--- src/rtl/mii_frame_sink.sv ---
`default_nettype none
// mii_frame_sink: MII transmit-side frame checker. It strips the preamble and SFD,
// rebuilds bytes, checks FCS/alignment/length and keeps saturating good/bad counters.
module mii_frame_sink #(
  parameter int MAX_BYTES = 1518,
  parameter int MIN_BYTES = 64
) (
  input  logic        sys_clk,
  input  logic        sys_rst_n,
  input  logic        mii_en,
  input  logic        mii_er,
  input  logic [3:0]  mii_data,
  output logic [7:0]  byte_data,
  output logic        byte_valid,
  output logic        byte_sof,
  output logic        frame_done,
  output logic        frame_good,
  output logic [10:0] frame_len,
  output logic [3:0]  frame_err,
  output logic [15:0] good_cnt,
  output logic [15:0] bad_cnt
);

  typedef enum logic [1:0] {
    IDLE     = 2'd0,
    PREAMBLE = 2'd1,
    DATA     = 2'd2,
    DROP     = 2'd3
  } state_t;

  localparam logic [10:0] MAX_LEN     = 11'(MAX_BYTES);
  localparam logic [10:0] MIN_LEN     = 11'(MIN_BYTES);
  localparam logic [31:0] CRC_RESIDUE = 32'hDEBB20E3;

  state_t      state_q, state_d;
  logic        phase_q, phase_d;
  logic [3:0]  low_q, low_d;
  logic [31:0] crc_q, crc_d;
  logic [10:0] len_q, len_d;
  logic        sym_err_q, sym_err_d;
  logic [7:0]  bdata_q, bdata_d;
  logic        bvalid_q, bvalid_d;
  logic        bsof_q, bsof_d;
  logic        done_q, done_d;
  logic        good_q, good_d;
  logic [10:0] flen_q, flen_d;
  logic [3:0]  ferr_q, ferr_d;
  logic [15:0] good_cnt_q, good_cnt_d;
  logic [15:0] bad_cnt_q, bad_cnt_d;

  function automatic logic [31:0] crc_byte(input logic [31:0] crc, input logic [7:0] b);
    logic [31:0] c;
    c = crc ^ {24'd0, b};
    for (int i = 0; i < 8; i++) begin
      c = c[0] ? ((c >> 1) ^ 32'hEDB88320) : (c >> 1);
    end
    return c;
  endfunction

  always_comb begin
    state_d    = state_q;
    phase_d    = phase_q;
    low_d      = low_q;
    crc_d      = crc_q;
    len_d      = len_q;
    sym_err_d  = sym_err_q;
    bdata_d    = bdata_q;
    bvalid_d   = 1'b0;
    bsof_d     = 1'b0;
    done_d     = 1'b0;
    good_d     = good_q;
    flen_d     = flen_q;
    ferr_d     = ferr_q;
    good_cnt_d = good_cnt_q;
    bad_cnt_d  = bad_cnt_q;

    // Counters follow the status strobe by one cycle.
    if (done_q) begin
      if (good_q) begin
        if (good_cnt_q != 16'hFFFF) good_cnt_d = good_cnt_q + 16'd1;
      end else begin
        if (bad_cnt_q != 16'hFFFF) bad_cnt_d = bad_cnt_q + 16'd1;
      end
    end

    case (state_q)
      IDLE: begin
        if (mii_en) begin
          state_d = (mii_data == 4'h5) ? PREAMBLE : DROP;
        end
      end
      PREAMBLE: begin
        if (!mii_en) begin
          state_d = IDLE;
        end else if (mii_data == 4'hD) begin
          state_d   = DATA;
          len_d     = 11'd0;
          crc_d     = 32'hFFFFFFFF;
          phase_d   = 1'b0;
          sym_err_d = 1'b0;
        end else if (mii_data != 4'h5) begin
          state_d = DROP;
        end
      end
      DATA: begin
        if (!mii_en) begin
          state_d = IDLE;
          done_d  = 1'b1;
          flen_d  = len_q;
          ferr_d  = {sym_err_q, (len_q < MIN_LEN) || (len_q > MAX_LEN),
                     phase_q, crc_q != CRC_RESIDUE};
          good_d  = (ferr_d == 4'd0);
        end else begin
          if (mii_er) sym_err_d = 1'b1;
          if (!phase_q) begin
            low_d   = mii_data;
            phase_d = 1'b1;
          end else begin
            phase_d = 1'b0;
            crc_d   = crc_byte(crc_q, {mii_data, low_q});
            if (len_q != 11'h7FF) len_d = len_q + 11'd1;
            // Oversize frames are still counted and checked, but only the legal prefix is streamed.
            if (len_q < MAX_LEN) begin
              bvalid_d = 1'b1;
              bsof_d   = (len_q == 11'd0);
              bdata_d  = {mii_data, low_q};
            end
          end
        end
      end
      DROP: begin
        if (!mii_en) begin
          state_d = IDLE;
          done_d  = 1'b1;
          flen_d  = 11'd0;
          ferr_d  = 4'b1000;
          good_d  = 1'b0;
        end
      end
      default: state_d = IDLE;
    endcase
  end

  always_ff @(posedge sys_clk or negedge sys_rst_n) begin
    if (!sys_rst_n) begin
      state_q    <= IDLE;
      phase_q    <= 1'b0;
      low_q      <= 4'd0;
      crc_q      <= 32'hFFFFFFFF;
      len_q      <= 11'd0;
      sym_err_q  <= 1'b0;
      bdata_q    <= 8'd0;
      bvalid_q   <= 1'b0;
      bsof_q     <= 1'b0;
      done_q     <= 1'b0;
      good_q     <= 1'b0;
      flen_q     <= 11'd0;
      ferr_q     <= 4'd0;
      good_cnt_q <= 16'd0;
      bad_cnt_q  <= 16'd0;
    end else begin
      state_q    <= state_d;
      phase_q    <= phase_d;
      low_q      <= low_d;
      crc_q      <= crc_d;
      len_q      <= len_d;
      sym_err_q  <= sym_err_d;
      bdata_q    <= bdata_d;
      bvalid_q   <= bvalid_d;
      bsof_q     <= bsof_d;
      done_q     <= done_d;
      good_q     <= good_d;
      flen_q     <= flen_d;
      ferr_q     <= ferr_d;
      good_cnt_q <= good_cnt_d;
      bad_cnt_q  <= bad_cnt_d;
    end
  end

  assign byte_data  = bdata_q;
  assign byte_valid = bvalid_q;
  assign byte_sof   = bsof_q;
  assign frame_done = done_q;
  assign frame_good = good_q;
  assign frame_len  = flen_q;
  assign frame_err  = ferr_q;
  assign good_cnt   = good_cnt_q;
  assign bad_cnt    = bad_cnt_q;

endmodule
`default_nettype wire
--- config.mk ---
export PLATFORM = sky130hd
export DESIGN_NAME = mii_frame_sink
export DESIGN_NICKNAME = d
export VERILOG_FILES = /design/src/rtl/mii_frame_sink.sv
export SDC_FILE = /design/constraint.sdc
export NUM_CORES = 1
export LEC_CHECK = 0
export ABC_CLOCK_PERIOD_IN_PS = 1700
export BUFFER_PORTS_ARGS = -buffer_cell sky130_fd_sc_hd__buf_4
export CORE_ASPECT_RATIO = 0.75
export CORE_MARGIN = 1
export CORE_UTILIZATION = 36
export DETAILED_ROUTE_END_ITERATION = 10
export GPL_TIMING_DRIVEN = 0
export PLACE_DENSITY = 0.53
export SYNTH_ARGS = -nofsm -noshare
export SYNTH_HDL_FRONTEND = slang
export SYNTH_SLANG_ARGS = --single-unit
export TNS_END_PERCENT = 20
--- constraint.sdc ---
create_clock -name sys_clk -period 1.7 [get_ports sys_clk]
set_clock_uncertainty 0.05 [all_clocks]
set_input_delay 0.085 -clock sys_clk [delete_from_list [all_inputs] [get_ports sys_clk]]
set_output_delay 0.085 -clock sys_clk [all_outputs]
set_load 0.02 [all_outputs]
Yosys cells after proc, flatten, opt, wreduce, memory -nomap -nowiden
Index checks and enable logic that the tools add are counted.
Cells by class
  bitwise gates (word level): 11
  reductions and logical operators: 17
  magnitude comparators: 3
  mux-type cells: 53
  equality and inequality tests: 21
  $add $sub $neg: 3
Operator list (number)
  32-bit two-way mux: 12
  13-bit inverter with 14-bit output: 8
  11-bit two-way mux: 7
  32-bit case mux with 2 select lines: 1
  11-bit case mux with 2 select lines: 2
  16-bit by 1-bit adder with 16-bit output (second input constant): 2
  16-bit inequality test (second input constant): 2
  32-bit inequality test (second input constant): 1
  32-bit by 8-bit bitwise XOR with 32-bit output: 1
  2-bit inequality test (second input constant): 10
  1-bit two-way mux: 18
  3-bit AND reduction: 5
  2-bit two-way mux: 6
  11-bit by 1-bit adder with 11-bit output (second input constant): 1
  11-bit > comparator (second input constant): 1
  11-bit zero test: 1
  11-bit < comparator (second input constant): 1
  11-bit by 7-bit < comparator with 1-bit output (second input constant): 1
  11-bit inequality test (second input constant): 1
  5-bit AND reduction: 2
  4-bit two-way mux: 2
  4-bit case mux with 2 select lines: 1
  4-bit AND reduction: 2
  1-bit case mux with 2 select lines: 3
  14 further kinds: 17
Word-level totals
  output and inout bits: 59
  input bits: 8
  logic and storage cells: 123
  register bits after elaboration: 110

Logic depth before layout (Yosys ltp)
Gate-level depths: netlist of the first run.
  depth in word-level cells: 20
  gate-level depth with buffers: 8
  depth with buffers taken out: 6

Least setup slack after synthesis of the first run
Ideal clock, no wire load.
  path type: register to register
  start point: register bad_cnt_q[0], in the netlist bad_cnt[0]
  end point: register bad_cnt_q[1], in the netlist bad_cnt[1]
  clock period less this slack: 1933 ps
  data required time: 1525 ps
  slack: -233 ps
  arrival: 1758 ps
  setup time: 125 ps
  buffers on the path: 0
  cell stages (with the launch flop): 6
  path through: dfrtp_1 -> ha_1 -> nand3_1 -> nor4_1 -> nor3b_1 -> mux2_2
On the way
  cells in the longest elaborated chain, start to end: 2
  elaborated cells on any way between the ends: 3
  those cells by class: add/sub: 1; eq/ne: 1; reduce/logical: 1
RTL lines
  start: declaration: RTL line 49  | logic [15:0] bad_cnt_q, bad_cnt_d;
  start signal: assignment: RTL line 176  | bad_cnt_q <= bad_cnt_d;
  parallel branches: the longest is 2 deep, another holds 16-bit by 1-bit adder with 16-bit output
Parallel ways; which one is timed is not known.
A chain may end at the register's enable or synchronous reset.

Final worst setup path of the first run
  start point: register state_q[1]
  end point: register len_q[2]
On the way
  cells in the longest elaborated chain, start to end: 3
  elaborated cells on any way between the ends: 10
  those cells by class: eq/ne: 7; mux: 1; reduce/logical: 2
RTL lines
  start: declaration: RTL line 35  | state_t state_q, state_d;
  start signal: assignment: RTL line 162  | state_q <= state_d;
  2-bit equality test or 2-bit by 1-bit equality test with 1-bit output (tied branches): RTL line 86  | case (state_q)
  2-bit inequality test (no line) or 2-bit nonzero test (tied branches)
  6-bit AND reduction (no line)
  end signal: assignment: RTL line 166  | len_q <= len_d;
  end: declaration: RTL line 39  | logic [10:0] len_q, len_d;
Several ways; a longest one is shown, not always the timed one.

==> results of run 1 <==
## path summary, 6_finish.rpt
check / startpoint / end / slack [ps] / cells past startpoint
worst max-delay path: state_q[1] / len_q[2] / -270 / 5
worst min-delay path: mii_data[1] / byte_data[5] / 50 / 2
worst max register to register: state_q[1] / len_q[2] / -270 / 5
worst min register to register: good_cnt[15] / good_cnt[15] / 440 / 1
max in group asynchronous: sys_rst_n / len_q[3] / 790 / 3
min in group asynchronous: sys_rst_n / bad_cnt[9] / 60 / 2
## routing by layer
layer	GRT usage, %	vias to the layer above	share of wire (%)
li1	-	1973	-
met1	27.1	2047	51
met2	26.6	98	44
met3	4.08	10	4.8
met4	3.91	0	0.84
met5	0	-	0
## through the flow
stage          total power, mW  util [%]
6_report                  13.1      51.8
5_1_grt                   13.9      51.8
2_1_floorplan             8.34         -
3_5_place_dp              9.67      43.1
3_3_place_gp              9.67      43.1
4_1_cts                   12.5      48.8
## final cells by class
cell class              count  area share [%]
multi-input cells         364            41.7
flip-flops and latches    110            37.1
repair buffers            105            12.1
clock buffers              12            3.38
well taps                 200            3.30
plain buffers              12            1.58
inverters                   9           0.445
clock inverters             4           0.412
## layout by cell type, fill, tap and decap left out, types with 11 or more instances in the layout
| cell | count |
|---|---|
| a21oi_1 | 19 |
| a21oi_2 | 14 |
| buf_4 | 90 |
| dfrtp_1 | 59 |
| dfrtp_2 | 19 |
| dfstp_2 | 32 |
| nand2_1 | 37 |
| nand2b_1 | 11 |
| nand4_1 | 14 |
| nor2_1 | 31 |
| xnor2_1 | 47 |
| xor2_1 | 30 |
## critical path, stage by stage, from the launching register on
cell      delay [ps]
dfrtp_2          430
o41ai_4          470
o211ai_4         180
buf_4            180
or4_4            420
a21oi_2          160
## flip-flops by register name (all words and copies together) (netlist names)
signal and count:
len_q 11, crc_q 32, low_q 4, frame_good 1
byte_data 8, frame_done 1, byte_sof 1, good_cnt 16
state_q 2, frame_err 4, byte_valid 1, phase_q 1
frame_len 11, sym_err_q 1, bad_cnt 16
## power by group
part           leakage, nW  internal (mW)  total (mW)  switching, mW
clock network        0.143           1.08        2.04          0.952
logic                 1.70           3.49        6.88           3.39
registers             1.34           3.42        4.18          0.754
total                 3.19           8.00        13.1           5.10
## timing repair
item,CTS,global route
setup buffers,16,14
pin swaps,12,20
cloned,2,1
resized for setup,67,68
setup endpoints to repair,73,84
endpoints found under the hold margin,4,78
hold buffers,4,1
## cells by family (layout without fill, tap and decap cells)
kind of cell	after synthesis	in the layout	share of synthesized area (%)
fa+ha+maj	4	4	0.915
mux	17	17	3.43
xor+xnor	97	97	17.2
compound gates	77	77	9.27
buf+inv	24	142	1.81
simple gates	169	169	16.3
flops	110	110	51.1
==> flow_metrics.env, run 1 <==
export IMPL_hold_viol=0
export IMPL_grt_pass1_vias=4055
export IMPL_vdd_drop_max_mv=1.13
export IMPL_dp_cells=764
export IMPL_critPathKind="reg -> reg"
export IMPL_place_ws_ps=-604
export IMPL_path_max_fanout=5
export IMPL_drc=0
export IMPL_p_per_area_nw_per_um2=1720
export IMPL_slew_violations=0
export IMPL_clkTransAtPathRegs_ps=70
export IMPL_grt_max_degree=111
export IMPL_tightestPinTransition_ps=508
export IMPL_async_flop_share_pct=100
export IMPL_yosysWarnings=0
export IMPL_synth_area_leader_cell="dfrtp_1"
export IMPL_fp_dieH_um=109
export IMPL_die_area_sq_um=15700
export IMPL_grt_pass1_wl_mm=21.9
export IMPL_post_synth_top_count_cell="dfrtp_1"
export IMPL_ys_ff_latch=110
export IMPL_setup_tns_final_ps=-10030
export IMPL_antenna_found_initial=0
export IMPL_drt_vias_per_instance=5.06
export IMPL_avgSynthCellArea_sq_um=11.0
export IMPL_fin_crit_ps=1970
export IMPL_via_count=4128
export IMPL_syn_to_final_growth_pct=38.9
export IMPL_timing_final_crit_share_pct=116
export IMPL_place_area_sq_um=6300
export IMPL_place_hpwl_mm=9.22
export IMPL_first_pass_iters=4
export IMPL_setup_viol=56
export IMPL_synth_cell_types=54
export IMPL_nets=623
export IMPL_final_area_sq_um=7590
export IMPL_layout_drive_gt1_share_pct=45.3
export IMPL_cap_viol_max_count=0
export IMPL_cts_buffer_depth=2
export IMPL_core_area_sq_um=14600
export IMPL_fmax_mhz=507
export IMPL_synthCells=498
export IMPL_synth_top_flop_cell="dfrtp_1"
export IMPL_clock_sinks=110
export IMPL_yosysTopAreaCellShare_pct=35.7
export IMPL_fillCellCount=1310
export IMPL_final_seq_area_sq_um=2820
export IMPL_drt_total_wl_mm=13.7
export IMPL_grt_overflow_total=0
export IMPL_setup_ws_ps=-272
export IMPL_io_buffers=66
export IMPL_multiInputGateArea_sq_um=3170
export IMPL_syn_nets=510
export IMPL_grt_total_usage_pct=18.2
export IMPL_n_antenna_cell=0
export IMPL_synthTopCellsByArea="dfrtp_1 (36%), dfstp_2 (15%), xnor2_1 (8.8%), xor2_1 (5.1%), a21oi_1 (3.0%)"
export IMPL_fin_cells=816
export IMPL_crit_required_ps=1910
export IMPL_place_congestion=0.787
export IMPL_synth_sequential_area_ratio_pct=51.1
export IMPL_failed_checks="setup timing"
export IMPL_numCtsBuffers=9
export IMPL_worstPathArrival_ps=2190
export IMPL_rows=38
export IMPL_avgRoutedWirePerCell_um=16.8
export IMPL_status="complete, but fails checks"
export IMPL_grt_setup_unrepaired="yes"
export IMPL_end_kind="register"
export IMPL_p_leak_nw=3.19
export IMPL_clk_latency_ps=340
export IMPL_cts_tree="done"
export IMPL_htree_num_levels=3
export IMPL_hold_ws_ps=47.3
export IMPL_hp_class="in -> reg"
export IMPL_slew_headroom_pct=66.1
export IMPL_synth_edff_count=0
export IMPL_initial_core_util_pct=37.3
export IMPL_syn_area_sq_um=5470
export IMPL_start_kind="register"
export IMPL_clockRootBuffer="clkbuf_16"
export IMPL_antenna_left=0
export IMPL_num_io_pins=67
export IMPL_netlist_top_cells_count="dfrtp_1 (78), xnor2_1 (55), nor2_1 (43), nand2_1 (38), a21oi_1 (33)"
export IMPL_drtIter0Drc=234
export IMPL_die_w_um=144
(Power assumes the default switching activity.)
==> run 2: changes to the inputs <==
--- a/config.mk
+++ b/config.mk
@@ -7,7 +7,7 @@
 export LEC_CHECK = 0
 export ABC_CLOCK_PERIOD_IN_PS = 1700
 export BUFFER_PORTS_ARGS = -buffer_cell sky130_fd_sc_hd__buf_4
-export CORE_ASPECT_RATIO = 0.75
+export CORE_ASPECT_RATIO = 0.9
 export CORE_MARGIN = 1
 export CORE_UTILIZATION = 36
 export DETAILED_ROUTE_END_ITERATION = 10
==> run 2 against run 1 <==
  * The flow still finishes with violations (setup timing)
  * Largest cell class unchanged
  * Worst setup slack improved by 78 ps
  * Global-route usage is 0.76 points lower
  * Sequential power fell by 1%
  * Power grew 4.7%
==> flow_metrics.env, run 2 (synthesis gave the netlist of run 1 again) <==
export IMPL_r2r_cells=6
export IMPL_clockRootBuffer="clkbuf_16"
export IMPL_antenna_left=0
export IMPL_htree_num_levels=3
export IMPL_n_antenna_cell=0
export IMPL_place_congestion=0.802
export IMPL_syn_to_final_growth_pct=38.4
export IMPL_largest_reg_flops=32
export IMPL_hp_class="in -> reg"
export IMPL_layout_drive_gt1_share_pct=42.5
export IMPL_timing_rr_start="state_q[1]"
export IMPL_fp_dieH_um=119
export IMPL_setup_ws_ps=-193
export IMPL_num_io_pins=67
export IMPL_tightestPinTransition_ps=705
export IMPL_slowest_delay_ps=440
export IMPL_grt_setup_unrepaired="yes"
export IMPL_grt_pass1_wl_mm=21.4
export IMPL_start_kind="register"
export IMPL_dp_cells=763
export IMPL_numCtsBuffers=9
export IMPL_drt_vias_per_instance=5.06
export IMPL_fmax_mhz=528
export IMPL_fin_crit_ps=1890
export IMPL_rows=42
export IMPL_hold_ws_ps=6.36
export IMPL_crit_required_ps=1890
export IMPL_vdd_drop_max_mv=1.04
export IMPL_nets=628
export IMPL_r2r_setup_slack_ps=-190
export IMPL_initial_core_util_pct=37.0
export IMPL_place_hpwl_mm=8.96
export IMPL_layout_commonest_cell="buf_4"
export IMPL_startpoint="state_q[1]"
export IMPL_slew_violations=0
export IMPL_crit_chain="o41ai_4, buf_4, o211ai_4, clkbuf_16, o31ai_1, a21oi_2"
export IMPL_critPathKind="reg -> reg"
export IMPL_p_per_area_nw_per_um2=1810
export IMPL_end_kind="register"
export IMPL_drc=0
export IMPL_via_count=4144
export IMPL_grt_overflow_total=0
export IMPL_drtIter0Drc=258
export IMPL_failed_checks="setup timing"
export IMPL_timing_final_crit_share_pct=111
export IMPL_drt_total_wl_mm=13.2
export IMPL_clock_sinks=110
export IMPL_worstPathArrival_ps=2080
export IMPL_cap_viol_max_count=0
export IMPL_place_ws_ps=-582
export IMPL_io_buffers=66
export IMPL_clk_latency_ps=350
export IMPL_hold_viol=0
export IMPL_setup_tns_final_ps=-5130
export IMPL_clkTransAtPathRegs_ps=70
export IMPL_fin_cells=819
export IMPL_status="complete, but fails checks"
export IMPL_path_max_fanout=8
export IMPL_grt_total_usage_pct=17.4
export IMPL_cp_endpoint="len_q[8]"
export IMPL_p_leak_nw=3.21
export IMPL_slew_headroom_pct=53.0
export IMPL_setup_viol=50
export IMPL_top_register="crc_q"
export IMPL_cts_buffer_depth=2
export IMPL_timing_rr_end="len_q[8]"
export IMPL_worst_path_max_delay_cell="dfrtp_2"
export IMPL_antenna_found_initial=0
export IMPL_die_w_um=132
export IMPL_grt_max_degree=58
export IMPL_first_pass_iters=4
export IMPL_die_area_sq_um=15700
export IMPL_cts_tree="done"
export IMPL_avgRoutedWirePerCell_um=16.2
export IMPL_core_area_sq_um=14800
export IMPL_grt_pass1_vias=3992
export IMPL_final_cell_mix="buf_4 (96), dfrtp_1 (58), xnor2_1 (46), nor2_1 (42), nand2_1 (37)"
[run 2: cell types whose count changed in the layout (fill, tap and decap cells not counted), moves of 4 or more]
| cell | change |
|---|---|
| nor2_2 | -5 |
| buf_4 | +6 |
| nor2_4 | -6 |
| a21oi_2 | -4 |
| nor2_1 | +11 |
| a21oi_1 | +4 |
[run 2: cell type report]
cell class,instances,area (sq um)
inverters,9,33.8
clock buffers,9,225
flip-flops and latches,110,2820
fillers,1286,7200
repair buffers,110,935
plain buffers,12,101
clock inverters,7,105
multi-input cells,364,3100
well taps,198,248
[run 2: worst min path at each step]
stage,slack (ps),startpoint,cells past startpoint,end
floorplan,-260,sys_rst_n,0,bad_cnt[0]
global placement,310,mii_er,3,sym_err_q
detailed placement,140,sys_rst_n,1,bad_cnt[9]
CTS,-7,mii_data[3],2,low_q[3]
global route,9,mii_data[3],2,low_q[3]
finish,6,mii_data[3],2,low_q[3]
[run 2: report_power, final]
| part | switching, mW | total [mW] | internal (mW) | leakage, nW |
|---|---|---|---|---|
| logic | 3.41 | 7.24 | 3.83 | 1.71 |
| clock network | 1.02 | 2.33 | 1.31 | 0.158 |
| registers | 0.717 | 4.14 | 3.42 | 1.34 |
[run 2: critical path: cells and delay by family (launching register included)]
family	cells	cell delay [ps]
AO/OA/AOI/OAI	4	890
buffers and inverters	2	400
flip-flops	1	440
[run 2: per-stage QoR]
step                area (sq um)  utilization, %  power [mW]
finish                      7570            51.3        13.7
global route                7570            51.3        14.5
CTS                         7010            47.5        12.5
detailed placement          6330            42.9        9.64
global placement            6300            42.7        9.59
floorplan                   5560               -        8.34
[run 2: timing repair]
item | in CTS | in global routing
hold buffers | 6 | 0
pin swaps | 8 | 22
setup buffers | 12 | 23
endpoints found under the setup margin | 68 | 81
endpoints found under the hold margin | 42 | 0
cloned | 0 | 2
gates resized for setup | 43 | 63
[run 2: layer usage]
metal	global-route usage, %	up-vias	wire, um
met1	24.6	2040	6460
met5	0	-	0
li1	-	1986	-
met4	5.89	0	180
met3	3.53	12	540
met2	26.6	106	6060
==> run 3: changes to the inputs <==
--- a/config.mk
+++ b/config.mk
@@ -7,12 +7,14 @@
 export LEC_CHECK = 0
 export ABC_CLOCK_PERIOD_IN_PS = 1700
 export BUFFER_PORTS_ARGS = -buffer_cell sky130_fd_sc_hd__buf_4
+export CELL_PAD_IN_SITES_DETAIL_PLACEMENT = 1
+export CELL_PAD_IN_SITES_GLOBAL_PLACEMENT = 1
 export CORE_ASPECT_RATIO = 0.9
 export CORE_MARGIN = 1
 export CORE_UTILIZATION = 36
 export DETAILED_ROUTE_END_ITERATION = 10
 export GPL_TIMING_DRIVEN = 0
-export PLACE_DENSITY = 0.53
+export PLACE_DENSITY = 0.64
 export SYNTH_ARGS = -nofsm -noshare
 export SYNTH_HDL_FRONTEND = slang
 export SYNTH_SLANG_ARGS = --single-unit
==> run 3 against run 2 <==
  * The run still ends with setup timing left
  * Clock power is 5% lower
  * Hold slack worse by 3.3 ps
  * Power is 4.9% higher
  * First-iteration DRC count is 19% lower
  * Critical path depth is 1 lower
  * Global-route usage is 3.1 points higher
  * Register-to-register slack worse by 100 ps
  * Critical endpoint unchanged
  * Largest cell class unchanged
==> flow_metrics.env, run 3 (synthesis gave the netlist of run 1 again) <==
export IMPL_status="complete, but fails checks"
export IMPL_failed_checks="setup timing"
export IMPL_drt_vias_per_instance=5.23
export IMPL_place_area_sq_um=6330
export IMPL_setup_tns_final_ps=-9610
export IMPL_die_area_sq_um=15700
export IMPL_worstPathArrival_ps=2230
export IMPL_grt_pass1_vias=4551
export IMPL_clkTransAtPathRegs_ps=70
export IMPL_drtIter0Drc=209
export IMPL_antenna_found_initial=0
export IMPL_largest_reg_flops=32
export IMPL_die_w_um=132
export IMPL_drc=0
export IMPL_fp_dieH_um=119
export IMPL_hp_class="in -> reg"
export IMPL_via_count=4261
export IMPL_path_max_fanout=3
export IMPL_critical_path_cell_count=5
export IMPL_nets=623
export IMPL_end_kind="register"
export IMPL_tightestPinTransition_ps=756
export IMPL_rows=42
export IMPL_layout_drive_gt1_share_pct=43.3
export IMPL_p_leak_nw=3.15
export IMPL_r2r_cells=5
export IMPL_slew_headroom_pct=49.6
export IMPL_fin_util_pct=51.0
export IMPL_hold_path_depth=2
export IMPL_first_pass_iters=4
export IMPL_fmax_mhz=501
export IMPL_grt_max_degree=57
export IMPL_clk_latency_ps=360
export IMPL_setup_viol=56
export IMPL_p_total_mw=14.4
export IMPL_cap_viol_max_count=0
export IMPL_slowest_delay_ps=530
export IMPL_critPathBufInv=0
export IMPL_initial_core_util_pct=37.0
export IMPL_place_congestion=0.798
export IMPL_cp_top_family="simple AND/OR/NAND/NOR gates"
export IMPL_fin_crit_ps=1990
export IMPL_cts_tree="done"
export IMPL_vdd_drop_max_mv=0.937
export IMPL_fin_cells=814
export IMPL_cts_buffer_depth=2
export IMPL_worst_path_max_delay_cell="or4_4"
export IMPL_n_antenna_cell=0
export IMPL_grt_setup_unrepaired="yes"
export IMPL_place_ws_ps=-620
export IMPL_slew_violations=0
export IMPL_antenna_left=0
export IMPL_numCtsBuffers=9
export IMPL_num_io_pins=67
export IMPL_grt_pass1_wl_mm=25.2
export IMPL_syn_to_final_growth_pct=37.6
export IMPL_dp_cells=763
export IMPL_hold_ws_ps=3.04
export IMPL_setup_ws_ps=-295
export IMPL_layout_commonest_cell="buf_4"
export IMPL_io_buffers=66
export IMPL_p_per_area_nw_per_um2=1910
export IMPL_grt_overflow_total=0
export IMPL_avgRoutedWirePerCell_um=19.0
export IMPL_critPathKind="reg -> reg"
export IMPL_timing_final_crit_share_pct=117
export IMPL_htree_num_levels=3
export IMPL_crit_chain="ha_4, nand4_1, or3_4, or4_4, a21oi_2"
export IMPL_clockRootBuffer="clkbuf_16"
export IMPL_hold_viol=0
export IMPL_drt_total_wl_mm=15.5
export IMPL_place_hpwl_mm=10.1
export IMPL_core_area_sq_um=14800
export IMPL_crit_required_ps=1940
export IMPL_final_cell_mix="buf_4 (87), dfrtp_1 (58), xnor2_1 (44), nand2_1 (36), nor2_1 (35)"
export IMPL_final_area_sq_um=7520
export IMPL_start_kind="register"
export IMPL_grt_total_usage_pct=20.5
export IMPL_clock_sinks=110
export IMPL_top_register="crc_q"
-- run 3: cell types whose count changed in the layout (fill, tap and decap cells not counted), moves of 3 or more --
cell     before  now
xnor2_2       5    8
mux2_2        6   12
nor2_1       42   35
nor2_2        0    5
mux2_4        8    0
nor3_2        0    3
buf_6         8   12
buf_4        96   87
-- run 3: final cells by class --
class	count	area [sq um]
Clock buffer	10	239
Multi-Input combinational cell	364	3080
Tap cell	198	248
Clock inverter	6	67.6
Fill cell	1571	7240
Sequential cell	110	2820
Inverter	9	33.8
Timing Repair Buffer	107	950
Buffer	10	88.8
-- run 3: worst paths after layout --
check	endpoint	slack, ps	start
max in group asynchronous	crc_q[4]	530	sys_rst_n
worst min register to register	good_cnt[9]	440	good_cnt[9]
worst max-delay path	len_q[8]	-290	len_q[1]
min in group asynchronous	bad_cnt[9]	290	sys_rst_n
worst max register to register	len_q[8]	-290	len_q[1]
worst min-delay path	byte_data[5]	3	mii_data[1]
-- run 3: metal layers --
metal	GRT usage (%)	wire [um]	vias to the layer above
li1	-	-	1966
met1	27.9	7110	2163
met2	32.4	7410	115
met3	5.02	743	17
met4	5.81	231	0
met5	0	0	-
-- run 3: power breakdown --
group | switching, mW | internal [mW]
logic | 3.90 | 4.10
clock network | 1.03 | 1.19
registers | 0.749 | 3.42
total | 5.68 | 8.71
-- run 3: timing repair --
action / 4_1_cts / 5_1_grt
endpoints found under the hold margin: 42 / 0
setup endpoints to repair: 73 / 81
cloned: 2 / 2
setup buffers: 29 / 3
gates resized for setup: 68 / 50
hold buffers: 4 / 0
pin swaps: 13 / 16
